$ cat config.mk
export PLATFORM = sky130hd
export DESIGN_NAME = spi_ctrl_engine_flat
export DESIGN_NICKNAME = d
export VERILOG_FILES = /design/src/rtl/spi_ctrl_engine_if.sv /design/src/rtl/spi_ctrl_engine.sv /design/src/flat_wrapper.sv
export SDC_FILE = /design/constraint.sdc
export NUM_CORES = 1
export LEC_CHECK = 0
export CAP_MARGIN = 40
export CELL_PAD_IN_SITES_DETAIL_PLACEMENT = 1
export CELL_PAD_IN_SITES_GLOBAL_PLACEMENT = 2
export CORE_ASPECT_RATIO = 0.8
export CORE_MARGIN = 2
export CORE_UTILIZATION = 29
export CTS_BUF_LIST = sky130_fd_sc_hd__clkbuf_2 sky130_fd_sc_hd__clkbuf_4 sky130_fd_sc_hd__clkbuf_8
export CTS_CLUSTER_DIAMETER = 100
export DETAILED_ROUTE_END_ITERATION = 6
export PLACE_DENSITY = 0.89
export SKIP_LAST_GASP = 1
export SYNTH_ARGS = -nofsm -noshare
export SYNTH_HDL_FRONTEND = slang
export SYNTH_SLANG_ARGS = --single-unit
$ cat constraint.sdc
create_clock -name CLK -period 2.6 [get_ports CLK]
set_clock_uncertainty 0.05 [all_clocks]
set_input_delay 0.78 -clock CLK [delete_from_list [all_inputs] [get_ports CLK]]
set_output_delay 0.78 -clock CLK [all_outputs]
set_load 0.005 [all_outputs]
$ cat src/rtl/spi_ctrl_engine_if.sv
// ---------------------------------------------------------------------------
// spi_ctrl_engine_if
// Bundles every non-clock signal of the SPI control engine: the control
// register word, the TX buffer read port, the SPI pins and the progress
// strobes that go back to the register block.
//   master modport : the engine itself
//   slave  modport : its environment (register block, TX buffer, SPI slave)
// Signals:
//   EN               global enable, everything freezes while low
//   REGISTRO_CONTROL bit0 SEND, bit1 STOP, bits[11:4] N_BYTES
//   DATA_IN          TX byte at DATA_ADDR (combinational buffer read)
//   MISO             SPI serial in
//   DATA_ADDR        index of the current TX byte
//   SCLK/MOSI/CS_N   SPI mode-0 pins
//   RX_DATA/RX_WE    received byte and its one-cycle valid strobe
//   NTX_INC          one-cycle pulse per completed byte
//   SEND_CLR         one-cycle pulse that clears SEND in the register
//   BUSY             engine is not idle
// ---------------------------------------------------------------------------
interface spi_ctrl_engine_if #(
   parameter int CNT_W = 8
);
   logic             EN;
   logic [31:0]      REGISTRO_CONTROL;
   logic [7:0]       DATA_IN;
   logic             MISO;
   logic [CNT_W-1:0] DATA_ADDR;
   logic             SCLK;
   logic             MOSI;
   logic             CS_N;
   logic [7:0]       RX_DATA;
   logic             RX_WE;
   logic             NTX_INC;
   logic             SEND_CLR;
   logic             BUSY;

   modport master (
      input  EN, REGISTRO_CONTROL, DATA_IN, MISO,
      output DATA_ADDR, SCLK, MOSI, CS_N, RX_DATA, RX_WE, NTX_INC, SEND_CLR, BUSY
   );

   modport slave (
      output EN, REGISTRO_CONTROL, DATA_IN, MISO,
      input  DATA_ADDR, SCLK, MOSI, CS_N, RX_DATA, RX_WE, NTX_INC, SEND_CLR, BUSY
   );
endinterface

$ cat src/rtl/spi_ctrl_engine.sv
// ---------------------------------------------------------------------------
// spi_ctrl_engine
// Consumer side of the 32-bit control register. When SEND is seen it runs a
// job of N_BYTES SPI mode-0 transfers (MSB first), fetching each TX byte from
// the buffer at DATA_ADDR, returning each RX byte with RX_WE, pulsing NTX_INC
// per completed byte and SEND_CLR once when the job ends. STOP ends the job
// after the byte in flight; bytes are never truncated.
// Ports:
//   CLK    system clock, rising edge
//   RESET  synchronous, active-high reset
//   bus    spi_ctrl_engine_if.master (control word, buffer port, SPI pins,
//          progress strobes)
// Parameters:
//   DIV    SCLK half-period in CLK cycles (>= 1)
//   CNT_W  width of the byte counter / buffer address
// ---------------------------------------------------------------------------
module spi_ctrl_engine #(
   parameter int DIV   = 2,
   parameter int CNT_W = 8
) (
   input logic               CLK,
   input logic               RESET,
   spi_ctrl_engine_if.master bus
);

   localparam int DIV_W = (DIV > 1) ? $clog2(DIV) : 1;

   typedef enum logic [2:0] {IDLE, LOAD, SHIFT, NEXT, DONE} state_t;

   state_t           state, state_nxt;
   logic [DIV_W-1:0] div_cnt;
   logic [2:0]       bit_cnt;
   logic             sclk, mosi;
   logic [7:0]       tx_sr, rx_sr, rx_data;
   logic [CNT_W-1:0] addr, nb;

   logic             en, send, stop;
   logic [7:0]       n_bytes;
   logic             half_end, byte_end, last_byte;
   logic [CNT_W:0]   addr_inc;
   logic             cs_n, busy, rx_we, ntx_inc, send_clr;
   logic             unused_ctrl;

   assign en      = bus.EN;
   assign send    = bus.REGISTRO_CONTROL[0];
   assign stop    = bus.REGISTRO_CONTROL[1];
   assign n_bytes = bus.REGISTRO_CONTROL[11:4];
   assign unused_ctrl = ^{bus.REGISTRO_CONTROL[31:12], bus.REGISTRO_CONTROL[3:2]};

   assign half_end  = (div_cnt == DIV_W'(DIV - 1));
   // Final edge of the byte: end of bit 7's high half.
   assign byte_end  = half_end && sclk && (bit_cnt == 3'd7);
   // One extra bit so that nb == 2**CNT_W - 1 compares without wrapping.
   assign addr_inc  = {1'b0, addr} + 1'b1;
   assign last_byte = (addr_inc == {1'b0, nb});

   // NOTE: every output of this block gets a default before the case so no
   // path leaves a variable unassigned and no latch is inferred.
   always_comb begin
      state_nxt = state;
      cs_n      = 1'b1;
      busy      = 1'b1;
      rx_we     = 1'b0;
      ntx_inc   = 1'b0;
      send_clr  = 1'b0;
      case (state)
         IDLE: begin
            busy = 1'b0;
            if (send) state_nxt = (stop || n_bytes == 8'd0) ? DONE : LOAD;
         end
         LOAD: begin
            cs_n      = 1'b0;
            state_nxt = SHIFT;
         end
         SHIFT: begin
            cs_n = 1'b0;
            if (byte_end) state_nxt = NEXT;
         end
         NEXT: begin
            cs_n      = 1'b0;
            // Strobes are qualified by EN so a frozen NEXT cannot count twice.
            rx_we     = en;
            ntx_inc   = en;
            state_nxt = (last_byte || stop) ? DONE : LOAD;
         end
         DONE: begin
            send_clr  = en;
            state_nxt = IDLE;
         end
         default: state_nxt = IDLE;
      endcase
   end

   // NOTE: sequential state uses non-blocking assignments so every register
   // samples the pre-edge values of the others, independent of block order.
   always_ff @(posedge CLK) begin
      if (RESET)   state <= IDLE;
      else if (en) state <= state_nxt;
   end

   always_ff @(posedge CLK) begin
      if (RESET) begin
         div_cnt <= '0;
         bit_cnt <= '0;
         sclk    <= 1'b0;
         mosi    <= 1'b0;
         tx_sr   <= '0;
         rx_sr   <= '0;
         rx_data <= '0;
         addr    <= '0;
         nb      <= '0;
      end else if (en) begin
         case (state)
            IDLE: begin
               if (state_nxt == LOAD) begin
                  nb   <= CNT_W'(n_bytes);
                  addr <= '0;
               end
            end
            LOAD: begin
               tx_sr   <= bus.DATA_IN;
               mosi    <= bus.DATA_IN[7];
               bit_cnt <= '0;
               div_cnt <= '0;
               sclk    <= 1'b0;
            end
            SHIFT: begin
               if (half_end) begin
                  div_cnt <= '0;
                  if (!sclk) begin
                     sclk  <= 1'b1;
                     rx_sr <= {rx_sr[6:0], bus.MISO};
                  end else begin
                     sclk <= 1'b0;
                     if (bit_cnt == 3'd7) begin
                        // Loaded on entry to NEXT so it is valid with RX_WE.
                        rx_data <= rx_sr;
                     end else begin
                        bit_cnt <= bit_cnt + 3'd1;
                        tx_sr   <= {tx_sr[6:0], 1'b0};
                        mosi    <= tx_sr[6];
                     end
                  end
               end else begin
                  div_cnt <= div_cnt + 1'b1;
               end
            end
            NEXT: begin
               if (state_nxt == LOAD) addr <= addr + 1'b1;
            end
            default: ;
         endcase
      end
   end

   assign bus.DATA_ADDR = addr;
   assign bus.SCLK      = sclk;
   assign bus.MOSI      = mosi;
   assign bus.CS_N      = cs_n;
   assign bus.RX_DATA   = rx_data;
   assign bus.RX_WE     = rx_we;
   assign bus.NTX_INC   = ntx_inc;
   assign bus.SEND_CLR  = send_clr;
   assign bus.BUSY      = busy;

endmodule

$ cat src/flat_wrapper.sv
// flat-port wrapper written by rule: the top's interface ports become plain ports
module spi_ctrl_engine_flat 
#(
   parameter int DIV   = 2,
   parameter int CNT_W = 8
)
  (CLK, RESET, bus_EN, bus_REGISTRO_CONTROL, bus_DATA_IN, bus_MISO, bus_DATA_ADDR, bus_SCLK, bus_MOSI, bus_CS_N, bus_RX_DATA, bus_RX_WE, bus_NTX_INC, bus_SEND_CLR, bus_BUSY);
  spi_ctrl_engine_if #(.CNT_W(CNT_W)) bus_i ();
  input logic CLK;
  input logic RESET;
  input wire logic [$bits(bus_i.EN)-1:0] bus_EN;
  input wire logic [$bits(bus_i.REGISTRO_CONTROL)-1:0] bus_REGISTRO_CONTROL;
  input wire logic [$bits(bus_i.DATA_IN)-1:0] bus_DATA_IN;
  input wire logic [$bits(bus_i.MISO)-1:0] bus_MISO;
  output wire logic [$bits(bus_i.DATA_ADDR)-1:0] bus_DATA_ADDR;
  output wire logic [$bits(bus_i.SCLK)-1:0] bus_SCLK;
  output wire logic [$bits(bus_i.MOSI)-1:0] bus_MOSI;
  output wire logic [$bits(bus_i.CS_N)-1:0] bus_CS_N;
  output wire logic [$bits(bus_i.RX_DATA)-1:0] bus_RX_DATA;
  output wire logic [$bits(bus_i.RX_WE)-1:0] bus_RX_WE;
  output wire logic [$bits(bus_i.NTX_INC)-1:0] bus_NTX_INC;
  output wire logic [$bits(bus_i.SEND_CLR)-1:0] bus_SEND_CLR;
  output wire logic [$bits(bus_i.BUSY)-1:0] bus_BUSY;
  assign bus_i.EN = bus_EN;
  assign bus_i.REGISTRO_CONTROL = bus_REGISTRO_CONTROL;
  assign bus_i.DATA_IN = bus_DATA_IN;
  assign bus_i.MISO = bus_MISO;
  assign bus_DATA_ADDR = bus_i.DATA_ADDR;
  assign bus_SCLK = bus_i.SCLK;
  assign bus_MOSI = bus_i.MOSI;
  assign bus_CS_N = bus_i.CS_N;
  assign bus_RX_DATA = bus_i.RX_DATA;
  assign bus_RX_WE = bus_i.RX_WE;
  assign bus_NTX_INC = bus_i.NTX_INC;
  assign bus_SEND_CLR = bus_i.SEND_CLR;
  assign bus_BUSY = bus_i.BUSY;
  spi_ctrl_engine #(.DIV(DIV), .CNT_W(CNT_W)) u_core (.CLK(CLK), .RESET(RESET), .bus(bus_i));
endmodule
==> metrics.md <==
| Metric | Value |
|---|---|
| Status | completed |
| Simple-gate share of the synthesized area | 0.234 |
| DRC viols | 0 |
| Synth Flop Type | dfxtp_1 |
| Max Fclk | 0.401 GHz |
| Hold_buf cts | 0 |
| Finished Layout Cells | 436 |
| Synth Area in Adders | 0.0155 |
| CP max stage delay | 0.54 ns |
| Ys async rst share | 0 |
| Vias per inst | 4.97 |
| DP HPWL | 5040 µm |
| Starting Density | 0.301 |
| Yosys cell types | 52 |
| Worst Hold Path EP | u_core.bit_cnt[1]$_SDFFE_PP0P_ |
| Clock root cell | clkbuf_8 |
| Min Tclk post-route | 2.50 ns |
| DRT Pass-1 Iters | 4 |
| Relative slew slack | 0.641 |
| Crit-path cells | clkdlybuf4s50_1 -> nor4_2 -> nand2_1 -> a31oi_1 -> or3_1 -> buf_4 -> o211ai_1 -> nand2_1 |
| Routed Antenna Nets | 0 |
| Share of cells above drive strength 1 | 0.159 |
| Core Rows | 29 |
| GRT overflow | 0 |
| Synthesized area per cell | 9.15 µm² |
| Vias | 2,166 |
| CP Buf/Inv Count | 2 |
| Critical path peak fanout | 9 |
| Worst hold margin | 0.437 ns |
| Reg clk slew, reported paths | 0.09 ns |
| Register area share after synthesis | 0.398 |
| Hold path cells | 2 |
| Top delay family on crit path | simple AND/OR/NAND/NOR gates |
| All-Layer GR Usage | 0.157 |
| Final setup fails | 0 |
| Least-Margin Pin Slew | 0.534 ns |
| Skew-Pair Late Insertion Delay | 0.31 ns |
| Die Area | 9080 µm² |
| Max-slew violations | 0 |
| Worst Hold Class | flop to flop |
| Comb pwr share | 0.121 |
| Final Cycle Share | 0.960 |
| CTS tree | done |
| RSZ-0062 raised after global routing | false |
| Number of enable flip-flop cells after synthesis | 0 |
| Final Util | 0.405 |
| Cell mode on critical path | nand2_1 |
| Drt initial violations | 35 |
| RR Startpoint | u_core.bus.DATA_ADDR[0]$_SDFFE_PP0P_ |
| H-tree Lvls | 2 |
| Int Pwr | 0.00105 W |
| Ys Warns | 0 |
| Final Hold Violating Endpoints | 0 |
| Antenna violations before repair | 0 |
| Largest family of logic cells by synthesized area | simple AND/OR/NAND/NOR gates |
| IO Port Bufs | 44 |
| Number of global-route vias before repair | 2,303 |
| Post-synthesis mux area share | 0.128 |
| Critical R2R Capture | u_core.bus.DATA_ADDR[5]$_SDFFE_PP0P_ |
| GPL Wtd Cong | 0.799 |
| Post-synthesis cell count | 264 |
| First-pass GRT wire length | 11,400 µm |
| Reg2reg setup slack | 0.28 ns |
| Die width | 106 µm |
| #FFs+latches synth | 48 |
| Layout area overhead | 34.5% |
| Sequential power share | 0.538 |
| Clock power share | 0.341 |
| Total power | 0.00142 W |
| Clk sinks | 48 |
| Power Dens Cells | 435 nW/µm² |
| Clk buf depth | 2 |
| VDD IR-drop max | 0.000201 V |
| CP Class | input port to flop |
| Switching Fraction | 0.255 |
| Core Area | 8020 µm² |
| Routed WL | 6830 µm |
| Post-CTS Setup Bufs | 0 |
| Hold path start | u_core.bit_cnt[1]$_SDFFE_PP0P_ |
| XOR/XNOR share of the synthesized area | 0.0326 |
| Largest net degree at the start of global routing | 37 |
| Die Y | 85.6 µm |
| Max cap viols | 0 |
| Wire per inst | 15.7 µm |
| # placed instances | 428 |
| Boundary pin count | 67 |
| Worst path slowest cell | nor4_2 |
| P_leak | 1.33 nW |
| Post-Syn Area | 2420 µm² |
| Number of CTS-inserted buffers | 5 |
| Syn Nets | 311 |
| PnR worst setup slack | 0.104 ns |
| Fin nets | 374 |
| Place WS | -0.366 ns |
| CP arrival | 2.70 ns |
| Critical Path Sink Type | flop |
| FF-to-FF path depth | 7 |
| Post-synthesis compound-gate area fraction | 0.156 |
| Switching power | 0.000361 W |
| # diodes | 0 |
| Startpoint type of the worst setup path | input port |
| CP required | 2.80 ns |
==> how the worst max path moves through the flow <==
stage,startpoint,endpoint,slack [ns],depth (start not counted)
finish,bus_REGISTRO_CONTROL[5],u_core.bus.DATA_ADDR[6]$_SDFFE_PP0P_,0.10,8
global route,u_core.bus.DATA_ADDR[0]$_SDFFE_PP0P_,u_core.state[2]$_SDFFE_PP0P_,0.03,7
CTS,bus_EN,bus_RX_WE,-0.003,4
detailed placement,bus_EN,bus_RX_WE,-0.37,4
global placement,bus_EN,bus_RX_WE,-0.35,4
floorplan,u_core.bus.DATA_ADDR[0]$_SDFFE_PP0P_,u_core.bus.DATA_ADDR[7]$_SDFFE_PP0P_,0.54,7
==> sequential cells by signal, indices dropped and copies added (netlist names) <==
register              flops
u_core.state              3
u_core.bus.SCLK           1
u_core.bit_cnt            3
u_core.tx_sr              7
u_core.nb                 8
u_core.bus.RX_DATA        8
u_core.bus.MOSI           1
u_core.rx_sr              8
u_core.bus.DATA_ADDR      8
u_core.div_cnt            1
==> Yosys cell counts, types with 2 or more instances <==
cell type / instances / share of area
o21ai_0: 4 / 0.0083
nor2b_1: 4 / 0.010
a31oi_1: 2 / 0.0052
o211ai_1: 3 / 0.0093
nor2_1: 41 / 0.064
clkbuf_1: 7 / 0.011
dfxtp_1: 48 / 0.40
and2_1: 4 / 0.010
ha_1: 3 / 0.016
o31ai_1: 2 / 0.0062
buf_2: 5 / 0.010
buf_4: 3 / 0.0093
nand2_1: 7 / 0.011
a211oi_1: 9 / 0.028
nand3_1: 6 / 0.012
xor2_1: 6 / 0.022
or3_1: 5 / 0.013
and3_1: 4 / 0.010
inv_1: 3 / 0.0047
nand2b_1: 9 / 0.023
nor4_1: 3 / 0.0078
a211o_1: 2 / 0.0073
nand3b_1: 3 / 0.0093
o311ai_1: 4 / 0.014
nor3b_1: 2 / 0.0062
xnor2_1: 3 / 0.011
a21oi_1: 13 / 0.027
mux2i_1: 31 / 0.13
o21bai_1: 2 / 0.0062
o21ai_1: 4 / 0.0083
==> cells in the final DEF (no fill, tap or decap), drive strengths merged, types with 5 or more instances in the layout <==
master / n
a211oi: 9
xor2: 6
o21ai: 8
a21oi: 14
nand2b: 9
dfxtp: 48
or3: 5
nor2: 42
nand2: 7
clkbuf: 6
mux2i: 31
clkdlybuf4s50: 40
buf: 27
nand3: 6
==> kinds of logic (layout without fill, tap and decap cells) <==
logic type,after synthesis,after routing
XOR/XNOR,9,9
multiplexers,31,31
buffers and inverters,18,82
flip-flops,48,48
AO/OA/AOI/OAI,53,53
adder cells (fa/ha/maj),3,3
AND/OR/NAND/NOR,102,102
==> final cells by class <==
class / count / area (µm²)
clock buffers: 6 / 82.6
clock inverters: 2 / 15.0
fillers: 925 / 4770
inverters: 3 / 11.3
multi-input cells: 198 / 1400
flip-flops and latches: 48 / 965
well taps: 108 / 135
repair buffers: 71 / 642
==> what timing repair did <==
item / in CTS / in global routing
gates resized for setup: 7 / 5
hold endpoints to repair: 0 / 0
setup endpoints to repair: 4 / 18
pin swaps: 0 / 0
==> through the flow <==
stage	cell area (µm²)	setup TNS [ns]
2_1_floorplan	2420	0
3_3_place_gp	3120	-6.52
3_5_place_dp	3120	-7.67
4_1_cts	3230	-0.00293
5_1_grt	3250	0
6_report	3250	0
==> power by group through the flow <==
stage	registers [W]	logic (W)	clock network, W
after CTS	0.000762	0.000169	0.000500
after floorplan	0.000774	0.0000805	0
final	0.000762	0.000171	0.000483
after detailed placement	0.000779	0.000168	0
after global routing	0.000765	0.000187	0.000532
after global placement	0.000778	0.000163	0
==> layer usage <==
layer / GRT usage / vias to the layer above / wire (µm)
li1: - / 1069 / -
met1: 0.217 / 1055 / 3500
met2: 0.245 / 35 / 3000
met3: 0.0380 / 7 / 260
met4: 0.0419 / 0 / 68
met5: 0 / - / 0
==> tightest hold or removal path, delay by kind of cell (launching register included) <==
kind	cells	cell delay (ns)
DFF	1	0.32
and+or+nand+nor	1	0.07
AOI/OAI and AO/OA	1	0.06
Power figures use the tool's default switching activity.
==> RTL edit 1, RTL diff (same settings) <==
`CNT_W` is set to 8 in 3 places; all go to 9.
--- a/src/rtl/spi_ctrl_engine_if.sv
+++ b/src/rtl/spi_ctrl_engine_if.sv
@@ -20,3 +20,3 @@
 interface spi_ctrl_engine_if #(
-   parameter int CNT_W = 8
+   parameter int CNT_W = 9
 );
--- a/src/rtl/spi_ctrl_engine.sv
+++ b/src/rtl/spi_ctrl_engine.sv
@@ -18,3 +18,3 @@
    parameter int DIV   = 2,
-   parameter int CNT_W = 8
+   parameter int CNT_W = 9
 ) (
--- a/src/flat_wrapper.sv
+++ b/src/flat_wrapper.sv
@@ -4,3 +4,3 @@
    parameter int DIV   = 2,
-   parameter int CNT_W = 8
+   parameter int CNT_W = 9
 )
Interface: changed (resized bus_DATA_ADDR); port bits go from 67 to 68. No check against the original RTL was run, so the function may have changed too.
==> RTL edit 1 against the unedited design <==
- synthesized cell count increased by 2.7%
- highest routed layer unchanged
- sequential share of layout area increased by 0.35 points
- wire length decreased by 4.8%
- cell area increased by 0.89%
- setup slack got worse by 0.0051 ns
- total power increased by 12%
- non-clock buffer count increased by 1
- area after synthesis decreased by 0.62%
- sequential cell count increased by 1
==> RTL edit 1: results (changes against the unedited design) <==
| Metric | Value |
|---|---|
| Pin count of the biggest net entering global routing | 33 (-11%) |
| Post-Place Setup Slack | -0.342 ns (+0.0236 ns) |
| DP Area | 3120 um2 (about the same) |
| Cts bufs inserted | 5 (unchanged) |
| Leading post-synthesis cells by instance count | 49 x dfxtp_1, 46 x nor2_1, 33 x mux2i_1 |
| Initial DRC count | 58 (+66%) |
| Grt met2 use | 24.9% (+0.35 points) |
| Slowest Stage Delay on Critical Path | 0.57 ns (+0.03 ns) |
| Worst Hold Endpoint | u_core.bit_cnt[1] |
| Max Root-Sink Buffers | 2 (unchanged) |
| Placed Cells | 434 (+1.4%) |
| Met3 routed WL | 161 um (-38%) |
| Synth Instances | 271 (+2.7%) |
| Hold WS | 0.442 ns (+0.00448 ns) |
| GP Congestion | 0.809 (+1.3%) |
| Crit path max fanout | 10 (+1) |
| Wire length per cell | 14.7 um (-6.1%) |
| Met1 Track Usage GR | 19.4% (-2.4 points) |
| Total number of vias | 2140 (-1.2%) |
| Vias in the first global route | 2235 (-3.0%) |
| GRT overflow | 0 (unchanged) |
| Crit path DAT | 2.68 ns (-0.02 ns) |
| Worst vdd ir | 0.290 mV (+44%) |
| Sequential share of the synthesized area | 40.9% (+1.1 points) |
| Fill cell count | 944 (+2.1%) |
| DP Wirelength | 4850 um (-3.7%) |
| Reg-to-reg endpoint | u_core.state[2] |
| Post-synth cell types | 43 (-17%) |
| Top delay family on crit path | compound AO/OA/AOI/OAI gates |
| GRT Util Overall | 14.7% (-0.95 points) |
| R2R Setup Slk | 0.1 ns (-0.18 ns) |
| LEAKAGE | 1.36 nW (+2.2%) |
| Share of layout cells above drive strength 1 | 15.0% (-0.88 points) |
| Critical path's slowest cell | o41a_4 |
| Buffers on Ports | 45 (+2.3%) |
| Final layout net count | 380 (+1.6%) |
| Met3 Resource Use GR | 2.69% (-1.1 points) |
| Top sig layer | met4 |
| Launch point of the worst reg-to-reg path | u_core.bus.DATA_ADDR[3] |
| Metal-1 WL | 3320 um (-5.2%) |
| Total routed wirelength | 6510 um (-4.8%) |
| Outcome | finished, final reports clean |
| Net count after synthesis | 318 (+2.3%) |
| Worst-margin pin slew | 0.577 ns (+0.0432 ns) |
| Met2 wire length | 2940 um (-2.1%) |
| Worst hold-check path type | flop to flop |
| Synth async-reset ratio | 0% (unchanged) |
| Initial antenna violation count | 0 (unchanged) |
| First-pass GRT wire length | 10800 um (-5.0%) |
| Dominant cells by area after synthesis | dfxtp_1 41%, mux2i_1 14%, nor2_1 7.2%, nand2b_1 3.6%, xnor2_1 2.9% |
[RTL edit 1: cell count changes after synthesis, sizes merged, moves of 3 or more]
cell,change
o311ai,-4
nor2b,-3
nand3,+6
xnor2,+5
nand2b,+5
buf,-5
xor2,-3
or3,-4
clkbuf,+7
nand4b,+3
nor2,+4
a21oi,-5
[RTL edit 1: where the power goes]
| part | switching [mW] | internal, mW |
|---|---|---|
| logic | 0.0713 | 0.0838 |
| registers | 0.0125 | 0.762 |
| clock network | 0.273 | 0.388 |
| total | 0.357 | 1.23 |
[RTL edit 1: cell families (layout without fill, tap and decap cells)]
group / count (synthesis) / in the layout / synth area share [%]
fa+ha+maj: 3 / 3 / 1.56
flops: 49 / 49 / 40.9
buf+inv: 21 / 84 / 3.75
xor+xnor: 11 / 11 / 4.01
mux: 33 / 33 / 13.8
compound gates: 40 / 40 / 11.8
simple gates: 114 / 114 / 24.3
[RTL edit 1: how the worst max path moves through the flow]
stage                                  from               to  slack [ns]  cells after the start
global route        u_core.bus.DATA_ADDR[3]  u_core.state[2]        0.03                      7
global placement                     bus_EN     bus_SEND_CLR       -0.37                      3
finish              u_core.bus.DATA_ADDR[3]  u_core.state[2]         0.1                      7
floorplan           u_core.bus.DATA_ADDR[4]  u_core.state[2]        0.29                      7
detailed placement                   bus_EN     bus_SEND_CLR       -0.34                      3
CTS                                  bus_EN        bus_RX_WE       0.007                      4
[RTL edit 1: area by class of cell]
type	count	area (um2)	area share (%)
Inverter	4	15.0	0.458
Multi-Input combinational cell	201	1360	41.5
Sequential cell	49	985	30.0
Timing Repair Buffer	72	647	19.7
Clock inverter	3	68.8	2.10
Tap cell	108	135	4.12
Clock buffer	5	68.8	2.10
[RTL edit 1: timing repair]
action	CTS	global route
setup endpoints to repair	3	8
hold buffers	0	0
pin swaps	0	1
gates resized for setup	5	7
==> RTL edit 2, RTL diff (same flow settings) <==
Without the edit above. Reset style: asynchronous (`RESET`), changed in 2 clocked blocks. Comments in the files are not updated.
--- a/src/rtl/spi_ctrl_engine.sv
+++ b/src/rtl/spi_ctrl_engine.sv
@@ -95,3 +95,3 @@
    // samples the pre-edge values of the others, independent of block order.
-   always_ff @(posedge CLK) begin
+   always_ff @(posedge CLK or posedge RESET) begin
       if (RESET)   state <= IDLE;
@@ -100,3 +100,3 @@
 
-   always_ff @(posedge CLK) begin
+   always_ff @(posedge CLK or posedge RESET) begin
       if (RESET) begin
Function: differs if RESET is asserted again (counterexample within 4 cycles, from zero or initial values and one cycle with RESET high); with RESET held inactive, the same outputs for 10 cycles.
==> RTL edit 2 against the unedited design <==
- wire length fell by 0.97%
- area after synthesis up 4.9%
- sequential share of layout area rose by 5.6 points
- critical endpoint is now bus_SEND_CLR
- sequential cell count is the same
- critical path depth fell by 4
- utilization fell by 0.36 points
- setup slack worse by 0.059 ns
- first-iteration DRC count up 100%
- cell count down 3.4%
- cell area up 4.8%
Power is not compared: it rests on default switching activity, and its combinational part moved more than twofold at a synthesized area within 25%.
==> RTL edit 2: results (changes against the unedited design) <==
| Metric | Value |
|---|---|
| GP Congestion | 0.825 (+3.2%) |
| Total number of vias | 2128 (-1.8%) |
| H-tree depth | 2 (unchanged) |
| Slowest Stage Delay on Critical Path | 0.49 ns (-0.05 ns) |
| Synth async-reset ratio | 100% (+100 points) |
| Pin count of the biggest net entering global routing | 49 (+32%) |
| Xor/xnor share of the synthesized area | 3.46% (+0.19 points) |
| Post-synth cell types | 48 (-7.7%) |
| R2R depth | 6 (-1) |
| Worst skew pair latency | 0.31 ns (about the same) |
| Max Root-Sink Buffers | 2 (unchanged) |
| CP startpoint kind | primary input |
| Initial antenna violation count | 0 (unchanged) |
| Dominant cells by area after synthesis | dfrtp_1 47%, mux2_2 10%, o21ai_0 3.6%, nand2_1 3.6%, mux2i_1 2.8% |
| Worst-margin pin slew | 0.408 ns (-0.126 ns) |
| Cts bufs inserted | 5 (unchanged) |
| Post-Synth Adder-Cell Area | 1.48% (-0.073 points) |
| Crit path max fanout | 2 (-7) |
| Net count after synthesis | 288 (-7.4%) |
| LEAKAGE | 1.48 nW |
| Min-delay src | u_core.tx_sr[3] |
| Synth Warn # | 0 (unchanged) |
| Launch point of the worst reg-to-reg path | u_core.bus.DATA_ADDR[2] |
| Sequential share of the synthesized area | 47.4% (+7.6 points) |
| Outcome | finished, final reports clean |
| Worst vdd ir | 0.291 mV |
| Clock input transition at the sequential cells of the worst setup and hold paths | 0.10 ns |
| First-pass GRT wire length | 11600 um (+1.9%) |
| DR pass1 iterations | 4 (unchanged) |
| Vias in the first global route | 2288 (-0.65%) |
| DP Area | 3270 um2 (+4.7%) |
| Grt met2 use | 25.3% (+0.77 points) |
| Fraction of synthesized area in multiplexers | 13.4% (+0.58 points) |
| Share of layout cells above drive strength 1 | 22.7% (+6.8 points) |
| Leading post-synthesis cells by instance count | 48 x dfrtp_1, 24 x nand2_1, 23 x mux2_2 |
| Slew HR | 72.7% (+8.6 points) |
| R2R Setup Slk | 0.26 ns (-0.02 ns) |
| Final layout net count | 355 (-5.1%) |
| Compound-gate portion of the synthesized area | 16.2% (+0.60 points) |
| Post-synth top flop | dfrtp_1 |
| Met3 Resource Use GR | 2.83% (-0.97 points) |
| Root buf cell | clkbuf_8 |
| Critical path's slowest cell | clkdlybuf4s50_1 |
| Worst hold-check path type | flop to flop |
| Worst Hold Endpoint | u_core.tx_sr[3] |
| Initial DRC count | 70 (+100%) |
| Reg-to-reg endpoint | u_core.bus.DATA_ADDR[2] |
| Met1 Track Usage GR | 21.3% (-0.42 points) |
| N_diodes | 0 (unchanged) |
| DP Wirelength | 5040 um (+0.15%) |
| GRT Util Overall | 15.5% (-0.18 points) |
| Synth top area share | 47.4% (+7.6 points) |
| Buffers on Ports | 44 (unchanged) |
| Crit path DAT | 1.73 ns (-0.97 ns) |
| Wire length per cell | 16.1 um (+2.6%) |
==> RTL edit 2: cell types whose count changed after synthesis, moves of 7 or more <==
cell      unedited run  this run
dfrtp_1              0        48
dfxtp_1             48         0
nor2_1              41        11
mux2i_1             31         7
mux2_2               0        23
nand2_1              7        24
o21ai_0              4        18
a211oi_1             9         0
inv_1                3        10
==> RTL edit 2: critical path, delay by kind of cell <==
family,cells,cell delay (ns)
and+or+nand+nor,1,0.13
buffers and inverters,3,0.81
==> RTL edit 2: worst max-delay path by stage <==
stage / startpoint / endpoint / slack, ns / cells past startpoint
floorplan: bus_EN / bus_RX_WE / 0.01 / 6
global placement: bus_EN / bus_NTX_INC / -0.42 / 6
detailed placement: bus_EN / bus_RX_WE / -0.43 / 6
CTS: bus_EN / bus_SEND_CLR / 0.03 / 4
global route: u_core.state[0] / bus_BUSY / -0.002 / 4
finish: bus_EN / bus_SEND_CLR / 0.04 / 4
==> RTL edit 2: final cells by class <==
cell class	instances	area (um2)
well taps	112	140
repair buffers	72	664
flip-flops and latches	48	1200
fillers	970	5070
clock inverters	3	47.5
clock buffers	5	68.8
inverters	10	37.5
multi-input cells	171	1250
==> RTL edit 2: kinds of logic after synthesis <==
logic type / Yosys count
flip-flops: 48
adder cells (fa/ha/maj): 3
XOR/XNOR: 10
buffers and inverters: 22
AND/OR/NAND/NOR: 71
multiplexers: 31
AO/OA/AOI/OAI: 56
==> RTL edit 2: layer usage <==
metal  wire, um  vias to the layer above
met2       3090                       36
met4         82                        0
met5          0                        -
met1       3360                     1071
li1           -                     1012
met3        241                        9
==> RTL edit 2: timing repair <==
item / 4_1_cts / 5_1_grt
gates resized for setup: 7 / 1
buffers inserted: 2 / 0
pin swaps: 2 / 0
setup endpoints to repair: 3 / 1
==> RTL edit 2: metrics by stage <==
step	std cells	power (mW)	worst slack (ns)	hold slack, ns
6_report	421	2.94	0.0449	0.445
5_1_grt	421	3.16	-0.00171	0.476
4_1_cts	421	2.97	0.0302	0.453
3_5_place_dp	411	2.38	-0.427	0.429
3_3_place_gp	411	2.31	-0.419	0.412
2_1_floorplan	241	1.90	0.0109	0.400
==> RTL edit 2: power breakdown <==
group,total [mW],switching [mW],internal [mW]
clock,0.579,0.288,0.291
combinational,1.17,0.545,0.624
sequential,1.19,0.220,0.971
